<file path="src/rtl/vx_credit_tx.sv">
// Sender-side credit-based transmitter.
// Holds a count of free receiver slots, gates a valid/ready upstream onto a
// ready-less output link, absorbs batched credit returns and offers a drain
// sequence that waits until every credit has come home.

module vx_credit_tx #(
    parameter int CREDITS = 4,
    parameter int DATAW   = 32,
    parameter int CNTW    = $clog2(CREDITS + 1)
) (
    input  logic             clk,
    input  logic             reset,
    input  logic             in_valid,
    input  logic [DATAW-1:0] in_data,
    output logic             in_ready,
    output logic             out_valid,
    output logic [DATAW-1:0] out_data,
    input  logic             ret_valid,
    input  logic [CNTW-1:0]  ret_count,
    input  logic             flush,
    output logic             flush_done,
    output logic [CNTW-1:0]  credits,
    output logic             empty,
    output logic             full,
    output logic             overflow
);

    typedef enum logic [1:0] {
        ST_IDLE  = 2'b00,
        ST_DRAIN = 2'b01,
        ST_DONE  = 2'b10
    } state_t;

    // Full credit count at counter width and at the widened arithmetic width.
    localparam logic [CNTW-1:0] FULL_CNT   = CNTW'(CREDITS);
    localparam logic [CNTW:0]   FULL_CNT_W = (CNTW + 1)'(CREDITS);
    localparam logic [CNTW-1:0] ZERO_CNT   = {CNTW{1'b0}};

    state_t             state_r;
    state_t             state_nxt_s;
    logic [CNTW-1:0]    credits_r;
    logic [CNTW-1:0]    credits_nxt_s;
    logic               empty_r;
    logic               full_r;
    logic               overflow_r;
    logic               out_valid_r;
    logic [DATAW-1:0]   out_data_r;
    logic               flush_done_r;
    logic               flush_done_nxt_s;
    logic               in_ready_s;
    logic               send_s;
    logic               ret_ovf_s;
    logic [CNTW:0]      ret_add_s;
    logic [CNTW:0]      sum_s;

    // Upstream handshake: depends on registered state only, never on
    // in_valid or ret_valid, so a return cannot open the gate in the same
    // cycle it arrives.
    always_comb begin
        in_ready_s = 1'b0;
        send_s     = 1'b0;
        if ((credits_r != ZERO_CNT) && (state_r == ST_IDLE)) begin
            in_ready_s = 1'b1;
        end else begin
            in_ready_s = 1'b0;
        end
        send_s = in_valid && in_ready_s;
    end

    // Credit arithmetic in one extra bit so a too-large return is visible
    // before it is saturated back to the full count.
    always_comb begin
        ret_add_s     = {(CNTW + 1){1'b0}};
        sum_s         = {(CNTW + 1){1'b0}};
        credits_nxt_s = credits_r;
        ret_ovf_s     = 1'b0;
        if (ret_valid) begin
            ret_add_s = {1'b0, ret_count};
        end else begin
            ret_add_s = {(CNTW + 1){1'b0}};
        end
        sum_s = {1'b0, credits_r} - {{CNTW{1'b0}}, send_s} + ret_add_s;
        if (sum_s > FULL_CNT_W) begin
            credits_nxt_s = FULL_CNT;
            ret_ovf_s     = 1'b1;
        end else begin
            credits_nxt_s = sum_s[CNTW-1:0];
            ret_ovf_s     = 1'b0;
        end
    end

    // Drain FSM next state; the DONE pulse is registered alongside the state.
    always_comb begin
        state_nxt_s      = state_r;
        flush_done_nxt_s = 1'b0;
        case (state_r)
            ST_IDLE: begin
                if (flush) begin
                    state_nxt_s = ST_DRAIN;
                end else begin
                    state_nxt_s = ST_IDLE;
                end
            end
            ST_DRAIN: begin
                if (credits_r == FULL_CNT) begin
                    state_nxt_s = ST_DONE;
                end else begin
                    state_nxt_s = ST_DRAIN;
                end
            end
            ST_DONE: begin
                state_nxt_s = ST_IDLE;
            end
            default: begin
                state_nxt_s = ST_IDLE;
            end
        endcase
        if (state_nxt_s == ST_DONE) begin
            flush_done_nxt_s = 1'b1;
        end else begin
            flush_done_nxt_s = 1'b0;
        end
    end

    // FSM state register and the flush_done pulse.
    always_ff @(posedge clk or negedge reset) begin
        if (!reset) begin
            state_r      <= ST_IDLE;
            flush_done_r <= 1'b0;
        end else begin
            state_r      <= state_nxt_s;
            flush_done_r <= flush_done_nxt_s;
        end
    end

    // Credit counter with its status flags, all updated from the same next value.
    always_ff @(posedge clk or negedge reset) begin
        if (!reset) begin
            credits_r  <= FULL_CNT;
            empty_r    <= 1'b1;
            full_r     <= 1'b0;
            overflow_r <= 1'b0;
        end else begin
            credits_r  <= credits_nxt_s;
            empty_r    <= (credits_nxt_s == FULL_CNT);
            full_r     <= (credits_nxt_s == ZERO_CNT);
            overflow_r <= overflow_r | ret_ovf_s;
        end
    end

    // One-cycle output stage; data holds its last value between sends.
    always_ff @(posedge clk or negedge reset) begin
        if (!reset) begin
            out_valid_r <= 1'b0;
            out_data_r  <= {DATAW{1'b0}};
        end else begin
            out_valid_r <= send_s;
            if (send_s) begin
                out_data_r <= in_data;
            end else begin
                out_data_r <= out_data_r;
            end
        end
    end

    assign in_ready   = in_ready_s;
    assign out_valid  = out_valid_r;
    assign out_data   = out_data_r;
    assign flush_done = flush_done_r;
    assign credits    = credits_r;
    assign empty      = empty_r;
    assign full       = full_r;
    assign overflow   = overflow_r;

    vx_credit_tx_chk #(
        .CREDITS (CREDITS),
        .CNTW    (CNTW)
    ) u_chk (
        .clk       (clk),
        .reset     (reset),
        .in_valid  (in_valid),
        .in_ready  (in_ready_s),
        .ret_valid (ret_valid),
        .ret_count (ret_count),
        .credits   (credits_r)
    );

endmodule

// Protocol checks for the credit transmitter.
module vx_credit_tx_chk #(
    parameter int CREDITS = 4,
    parameter int CNTW    = 3
) (
    input  logic            clk,
    input  logic            reset,
    input  logic            in_valid,
    input  logic            in_ready,
    input  logic            ret_valid,
    input  logic [CNTW-1:0] ret_count,
    input  logic [CNTW-1:0] credits
);

    a_no_send_without_credit: assert property (@(posedge clk) disable iff (!reset)
        !(in_valid && in_ready && (credits == {CNTW{1'b0}})));

    a_ret_count_in_range: assert property (@(posedge clk) disable iff (!reset)
        ret_valid |-> (ret_count <= CNTW'(CREDITS)));

endmodule

</file>
<file path="config.mk">
export PLATFORM = sky130hd
export DESIGN_NAME = vx_credit_tx
export DESIGN_NICKNAME = d
export VERILOG_FILES = /design/src/rtl/vx_credit_tx.sv
export SDC_FILE = /design/constraint.sdc
export NUM_CORES = 1
export LEC_CHECK = 0
export BUFFER_PORTS_ARGS = -buffer_cell sky130_fd_sc_hd__buf_2
export CORE_ASPECT_RATIO = 1.4
export CORE_UTILIZATION = 30
export CTS_CLUSTER_DIAMETER = 200
export DETAILED_ROUTE_END_ITERATION = 10
export PLACE_DENSITY = 0.59
export SYNTH_ARGS = -nofsm -noshare
export SYNTH_HDL_FRONTEND = slang
export SYNTH_HIERARCHICAL = 1
export SYNTH_SLANG_ARGS = --single-unit
export TNS_END_PERCENT = 10
</file>
<file path="constraint.sdc">
create_clock -name clk -period 3.3 [get_ports clk]
set_input_delay 0.33 -clock clk [delete_from_list [all_inputs] [get_ports clk]]
set_output_delay 0.33 -clock clk [all_outputs]
set_load 0.03 [all_outputs]
</file>
# Word-level counts from Yosys, hierarchy flattened
# Cells that the tools add are included.
[totals]
memories = 0
regBits = 42
output_inout_bits = 41
mem_bits_ro = 0
latchBits = 0
mem_bits_rw = 0
[op_classes]
shift = 0
n_eq_ne = 4
div = 0
n_lt_le_gt_ge = 1
mul = 0
n_addsub = 2
muxes = 8
bitwise = 1
reduce_logical = 5
[op_table]
columns = ["op", "n"]
rows = [
  ["equality test 3 bit, second input constant", 2],
  ["2-to-1 mux 3 bit", 2],
  ["adder 4 bit", 1],
  ["greater-than comparator 4 x 3 -> 1 bit, second input constant", 1],
  ["2-to-1 mux 1 bit", 4],
  ["one-hot mux 2 bit (2 select lines)", 1],
  ["subtractor 3 x 1 -> 4 bit", 1],
  ["zero test 3 bit", 1],
  ["nonzero test 3 bit", 1],
  ["equality test 2 x 1 -> 1 bit, second input constant", 1],
  ["equality test 2 bit, second input constant", 1],
  ["logical AND 1 bit", 2],
  ["zero test 2 bit", 1],
  ["2-to-1 mux 2 bit", 1],
  ["bitwise OR 1 bit", 1],
]

# Depth between registers and ports, before layout
# Gate-level depths: netlist of the first run.
[logic_depth]
depth_word = 9
depth_mapped = 12
mapped_depth_nobuf = 10

# Worst setup path before layout of the first run
# No wires, ideal clock.
[synth_path]
kind = "register to register"
startpoint = "register credits_r[1] (netlist: credits[1])"
endpoint = "register overflow_r (netlist: overflow)"
period_less_slack_ns = 2.948
path_slack_ns = 0.352
setup_ns = 0.124
stages_incl_launch_ff = 13
t_arrival_ns = 2.824
cell_sequence = "dfrtp_1 or3_1 and3_1 buf_6 buf_12 ha_1 inv_1 ha_1 inv_1 fa_1 xor2_1 a21oi_1 a211o_1"
[synth_via]
elab_chain_cells = 9
[synth_lines]
columns = ["element", "line_no", "rtl"]
rows = [
  ["from (decl)", "41", "logic [CNTW-1:0] credits_r;"],
  ["from (signal assigned)", "144", "credits_r <= credits_nxt_s;"],
  ["nonzero test 3 bit", "62", "if ((credits_r != ZERO_CNT) && (state_r == ST_IDLE)) begin"],
  ["logical AND 1 bit", "62", ""],
  ["2-to-1 mux 1 bit", "62", ""],
  ["logical AND 1 bit", "67", "send_s = in_valid && in_ready_s;"],
  ["net send_s", "51", "logic send_s;"],
  ["subtractor 3 x 1 -> 4 bit", "82", "sum_s = {1'b0, credits_r} - {{CNTW{1'b0}}, send_s} + ret_add_s;"],
  ["adder 4 bit", "82", ""],
  ["greater-than comparator 4 x 3 -> 1 bit", "83", "if (sum_s > FULL_CNT_W) begin"],
  ["2-to-1 mux 1 bit", "83", ""],
  ["bitwise OR 1 bit", "147", "overflow_r <= overflow_r | ret_ovf_s;"],
  ["to (signal assigned)", "147", ""],
  ["to (decl)", "45", "logic overflow_r;"],
]
# The timed path passes the listed nets, and every way through them passes these cells.
# A chain may end at the register's enable or synchronous reset.

# Worst setup path after layout of the first run
[layout_path]
startpoint = "register credits_r[1] (netlist: credits[1])"
endpoint = "register overflow_r (netlist: overflow)"
[layout_via]
elab_chain_cells = 9
[layout_lines]
columns = ["element", "line_no"]
rows = [
  ["nonzero test 3 bit", "62"],
  ["logical AND 1 bit", "62"],
  ["2-to-1 mux 1 bit", "62"],
  ["logical AND 1 bit", "67"],
  ["subtractor 3 x 1 -> 4 bit (*)", "82"],
  ["adder 4 bit (*)", "82"],
  ["greater-than comparator 4 x 3 -> 1 bit (*)", "83"],
  ["2-to-1 mux 1 bit (*)", "83"],
  ["bitwise OR 1 bit (*)", "147"],
]
# Every way passes the cells marked *; elsewhere a longest branch is shown, timed or not.

==> key figures, run 1 <==
Clocking
  – Post-CTS setup buffer count: 0
  – Clock slew at reported path FFs: approximately 0.08 ns
  – Clock root buffer: clkbuf_8
  – Hold-fix buffers, CTS: 0
  – CTS sink cnt: 42
  – Max Root-Sink Buffers: 2
  – Num CTS Buffers: 5
  – Htree depth: 2
  – CTS resizes: 0
  – Clock latency on the worst-skew pair: 0.29 ns
  – CTS tree: done

Finish
  – Commonest non-fill, non-tap cell in the layout: buf_2
  – Most frequent cells in the layout: 80 x buf_2, 40 x dfrtp_1, 29 x mux2_4
  – Fin cells: around 280
  – Area Overhead vs Synth: 28.2%
  – Ant. Diodes: 0
  – Filler cells: 594
  – Fin nets: roughly 250
  – Share of cells above drive strength 1: 0.617

Synth
  – Yosys top cell by area: dfrtp_1
  – Main combinational cell family by area after synthesis: multiplexers
  – Post-Synth Simple-Gate Area: 0.0475
  – Multiplexer area fraction after synthesis: 0.248
  – Synth Area in Adders: 0.0502
  – Post-synthesis area per instance: between 15 and 20 um2
  – Netlist Area Pre-Place: about 1900 um2
  – Syn Nets: 169
  – Main area contributors after synthesis: dfrtp_1 53%, mux2_4 23%, ha_1 4.0%
  – #FFs+latches synth: 42
  – Post-Synth XOR/XNOR Area: 0.00462
  – Synth top area share: 0.528
  – Register area share after synthesis: 0.556
  – Yosys cell types: 25
  – Synth Area in Compound Gates: 0.0370
  – Mapped Cells: 122
  – Synth warn: 6

Detailed routing
  – Drt pass-1 iters: 4
  – Final WL: roughly 3700 um
  – DR DRC count: 0
  – Post-route ant nets: 0
  – Routed vias: between 1000 and 1500
  – Vias per cell: roughly 4.4
  – Routed length per placed instance: ~13 um
  – DRT iter0 DRCs: 23

Timing
  – Worst slew pin tran: 0.902 ns
  – Fin Setup TNS: 0 ns
  – Min cycle time layout: about 2.7 ns
  – Layout Skew: 0.00855 ns
  – Final Hold Vio Count: 0
  – Slew Limit Headroom: 0.399
  – Max-slew violation count: 0
  – Setup violators final: 0
  – Final period util: 0.816
  – F_max: between 300 and 400 MHz
  – RSZ-0062 raised after global routing: false

Global route
  – Largest net degree at the start of global routing: 43
  – Aggregate global-route resource usage: 0.115
  – Initial antenna violation count: 1
  – Met2 Usage GRT: 0.199
  – First-pass GRT wire length: roughly 5800 um
  – GRT busiest layer: met2
  – Vias in the first global route: between 1000 and 1500
  – Met1 Use GR: 0.126
  – M3 GR Usage: 0.0377
  – Grt ovf: 0

Floorplanning
  – Chip width: between 60 and 70 um
  – Die area: approximately 6600 um2
  – Initial Util: 0.317
  – Ports: slightly above 80
  – Die H: between 90 and 100 um
  – Core area: roughly 6000 um2
  – Cell row count: 33

Job
  – MaxCap Viol Count: 0

Worst setup path
  – Worst-path maximum fanout: 6
  – Crit path arrival time: ~2.9 ns
  – Worst setup path class: flop to flop
  – Crit end category: flop
  – Startpoint Class: flop
  – Critical Path RT: 3.48 ns

Place
  – Gp weighted congestion: 0.771
  – IO buf count: 80
  – Final HPWL DP: roughly 2700 um
  – Placed cells: 268

Pwr
  – Leak pwr: about 1.3 nW
  – P per Cell Area: 1210 nW/um2
  – Peak VDD IR: a little under 0.5 mV

Status
  – Outcome: finished, final reports clean

Hold path
  – Min-Delay Path Class: primary input to asynchronous set/reset pin
-- critical path, stage by stage (launching register included) --
cell     delay, ns
dfrtp_1       0.41
or3_1         0.39
and3_2        0.23
ha_1          0.29
inv_1         0.05
ha_1          0.14
inv_1         0.05
fa_1          0.37
xor2_1        0.32
a21oi_1       0.07
a211o_1       0.27
-- routing by layer --
layer  part of all wire  up-vias
li1                   -      584
met1               0.40      592
met2               0.50       42
met3              0.067        8
met4              0.022        2
met5             0.0035        -
-- cell type report --
cell class | count | area, um2 | share of cell area
timing repair buffer | 81 | 408 | 0.168
sequential | 42 | 1050 | 0.434
multi-input combinational | 66 | 734 | 0.302
tap | 70 | 87.6 | 0.0360
clock buffer | 5 | 68.8 | 0.0283
clock inverter | 3 | 43.8 | 0.0180
inverter | 9 | 33.8 | 0.0139
-- sequential cells by signal, summed over array words and instances, names as in the netlist --
signal,cells
credits,3
empty,1
flush_done,1
full,1
out_data,32
out_valid,1
overflow,1
state_r,2
-- per-stage QoR --
step	instance area, um2	utilization	setup slack, ns	total power, mW	hold slack [ns]
after floorplan	1900	-	0.352	2.22	0.0344
after global placement	2320	0.387	0.659	2.55	0.447
after detailed placement	2320	0.387	0.597	2.57	0.456
after CTS	2430	0.406	0.593	3.00	0.202
after global routing	2430	0.406	0.396	3.15	0.243
final	2430	0.406	0.607	2.95	0.155
-- cells in the mapped netlist, drive strengths merged --
cell and number:
xor2 1, and2 1, and4b 2, a21o 1, clkbuf 1, nand2 4, inv 9, a211o 1
ha 6, nor2 3, buf 4, mux2 32, o21ai 1, dfstp 2, a21oi 4, nand2b 1
and3 2, or3 2, dfrtp 40, fa 1, nand3 1, a311oi 1, a21bo 2
-- where the power goes --
| part | switching [mW] | internal [mW] |
|---|---|---|
| combinational | 0.940 | 0.698 |
| clock | 0.181 | 0.227 |
| sequential | 0.131 | 0.775 |
-- worst paths after layout --
| path | start | to | slack (ns) | cells after the start |
|---|---|---|---|---|
| worst min-delay path | reset | out_data[10] | 0.15 | 1 |
| worst min register to register | state_r[1] | state_r[0] | 0.47 | 1 |
| worst max-delay path | credits[1] | overflow | 0.61 | 10 |
| max in group asynchronous | reset | out_data[2] | 2.57 | 1 |
| min in group clk | in_data[20] | out_data[20] | 0.26 | 2 |
| worst max register to register | credits[1] | overflow | 0.61 | 10 |
-- logic make-up (layout without fill, tap and decap cells) --
| kind of cell | Yosys count | in the layout |
|---|---|---|
| flops | 42 | 42 |
| mux | 32 | 32 |
| simple gates | 16 | 16 |
| buf+inv | 14 | 98 |
| compound gates | 10 | 10 |
| fa+ha+maj | 7 | 7 |
| xor+xnor | 1 | 1 |
Power figures use the tool's default switching activity.
==> inputs of run 2 (changes only) <==
PLACE_DENSITY = 0.61   (was 0.59)
clock period = 2.2 ns   (was 3.3 ns; I/O delays follow)
==> key figures, run 2 (synthesized netlist as in run 1, its figures left out) <==
Status
  – Outcome: complete, but fails checks
  – Violated checks: setup timing

Timing
  – Final period util: 1.05
  – Final Hold Vio Count: 0
  – Max-slew violation count: 0
  – Setup violators final: 6
  – PnR worst setup slack: -0.112 ns
  – RSZ-0062 raised after global routing: true
  – F_max: ~430 MHz
  – Min cycle time layout: 2.31 ns
  – Layout Skew: ~0.0055 ns
  – Worst slew pin tran: between 0.9 and 1 ns
  – Slew Limit Headroom: 0.382

Worst setup path
  – Crit end category: flop
  – Startpoint Class: flop
  – Worst setup path class: flop to flop
  – Slowest cell on crit path: dfrtp_2
  – Worst Setup SP: credits[1]
  – Worst path cell trace: or3_4 -> and3_4 -> ha_4 -> inv_4 -> ha_4 -> inv_2 -> fa_2 -> xor2_2 -> buf_4 -> a21bo_2
  – WP buf/inv: 3
  – CP max stage delay: ~0.4 ns
  – Critical Path RT: between 2 and 2.5 ns
  – Crit path arrival time: around 2.5 ns
  – FF-to-FF Start: credits[1]
  – Worst-path maximum fanout: 5
  – Crit-path most repeated cell: ha_4
  – CP delay by family, top: adder cells

Place
  – Placed cells: 278
  – Final HPWL DP: approximately 2800 um
  – IO buf count: 80
  – Dpl ws: -0.191 ns
  – Area after DPL: around 2400 um2
  – Gp weighted congestion: between 0.7 and 0.8

Clocking
  – Hold-fix buffers, CTS: 0
  – CTS tree: done
  – Clock root buffer: clkbuf_8
  – Htree depth: 2
  – Max Root-Sink Buffers: 2
  – Clock latency on the worst-skew pair: 0.29 ns
  – Num CTS Buffers: 5
  – Clock slew at reported path FFs: 0.08 ns
  – CTS sink cnt: 42

Pwr
  – Peak VDD IR: about 1.1 mV
  – Combinational Power Share: 0.600
  – Clock power share: 0.111
  – Sequential Power Share: 0.289
  – Int Power: ~2.7 mW
  – Sw Ratio: 0.423
  – P per Cell Area: 1820 nW/um2
  – Total power: around 4.7 mW
  – Switching power: approximately 2.0 mW
  – Leak pwr: around 1.3 nW

Detailed routing
  – Routed vias: 1274
  – DRT iter0 DRCs: 54
  – Routed length per placed instance: approximately 14 um
  – Post-route ant nets: 0
  – Vias per cell: between 4 and 5
  – Final WL: 3880 um
  – DR DRC count: 0
  – Drt pass-1 iters: 3

Finish
  – Filler cells: 561
  – FF+latch area: 1060 um2
  – Max reg flops: 32
  – Multi-input gate area: between 800 and 900 um2
  – Fin nets: 262
  – Most frequent cells in the layout: 80 x buf_2, 38 x dfrtp_1, 29 x mux2_4
  – Commonest non-fill, non-tap cell in the layout: buf_2
  – Fin cells: around 290
  – Area Overhead vs Synth: 35.1%
  – Share of cells above drive strength 1: 0.694
  – Finished Cell Area: between 2000 and 3000 um2
  – Ant. Diodes: 0
  – Final Util: 0.428

Global route
  – Largest net degree at the start of global routing: 43
  – Aggregate global-route resource usage: 0.119
  – First-pass GRT wire length: between 6000 and 7000 um
  – Grt ovf: 0
  – Vias in the first global route: approximately 1300
  – Initial antenna violation count: 1

Job
  – MaxCap Viol Count: 0

Floorplanning
  – Die area: ~6600 um2
  – Cell row count: 33
  – Die H: 96.1 um
  – Ports: 81
  – Core area: ~6000 um2
  – Chip width: between 60 and 70 um
  – Initial Util: 0.317

Hold path
  – Min-Delay Path Class: primary input to asynchronous set/reset pin
run 2: final timing paths:
kind                       slack, ns           to  cells past startpoint
setup / recovery               -0.11   credits[2]                     10
hold / removal                  0.06  out_data[7]                      1
setup reg to reg               -0.11   credits[2]                     10
hold reg to reg                 0.48     overflow                      1
max in group asynchronous       1.50   credits[0]                      1
min in group clk                0.16  out_data[1]                      2
run 2: final cells by class:
cell class,instances,area share
Sequential cell,42,0.412
Multi-Input combinational cell,66,0.314
Timing Repair Buffer,91,0.189
Tap cell,70,0.0342
Clock buffer,6,0.0322
Inverter,9,0.0142
Clock inverter,2,0.00489
run 2: stage by stage:
stage / TNS, ns / hold slack [ns]
after floorplan: -2.35 / -0.0756
after global placement: -0.714 / 0.414
after detailed placement: -0.941 / 0.427
after CTS: -0.669 / 0.103
after global routing: -1.02 / 0.127
final: -0.513 / 0.0641
run 2: timing repair:
item,in CTS,in global routing
setup endpoints to repair,6,6
gates resized for setup,4,3
pin swaps,4,2
buffers inserted,0,0
run 2: power by group through the flow:
stage          combinational [mW]  clock (mW)  sequential [mW]
6_report                     2.80       0.517             1.35
5_1_grt                      3.00       0.578             1.40
4_1_cts                      2.79       0.545             1.35
3_5_place_dp                 2.73           0             1.36
3_3_place_gp                 2.69           0             1.34
2_1_floorplan                1.30           0             2.09
run 2: per-layer routing:
metal	part of all wire	vias up	GRT usage
met5	0	-	0
met4	0.011	0	0.0408
met3	0.068	4	0.0450
met2	0.50	41	0.204
met1	0.42	626	0.137
li1	-	603	-
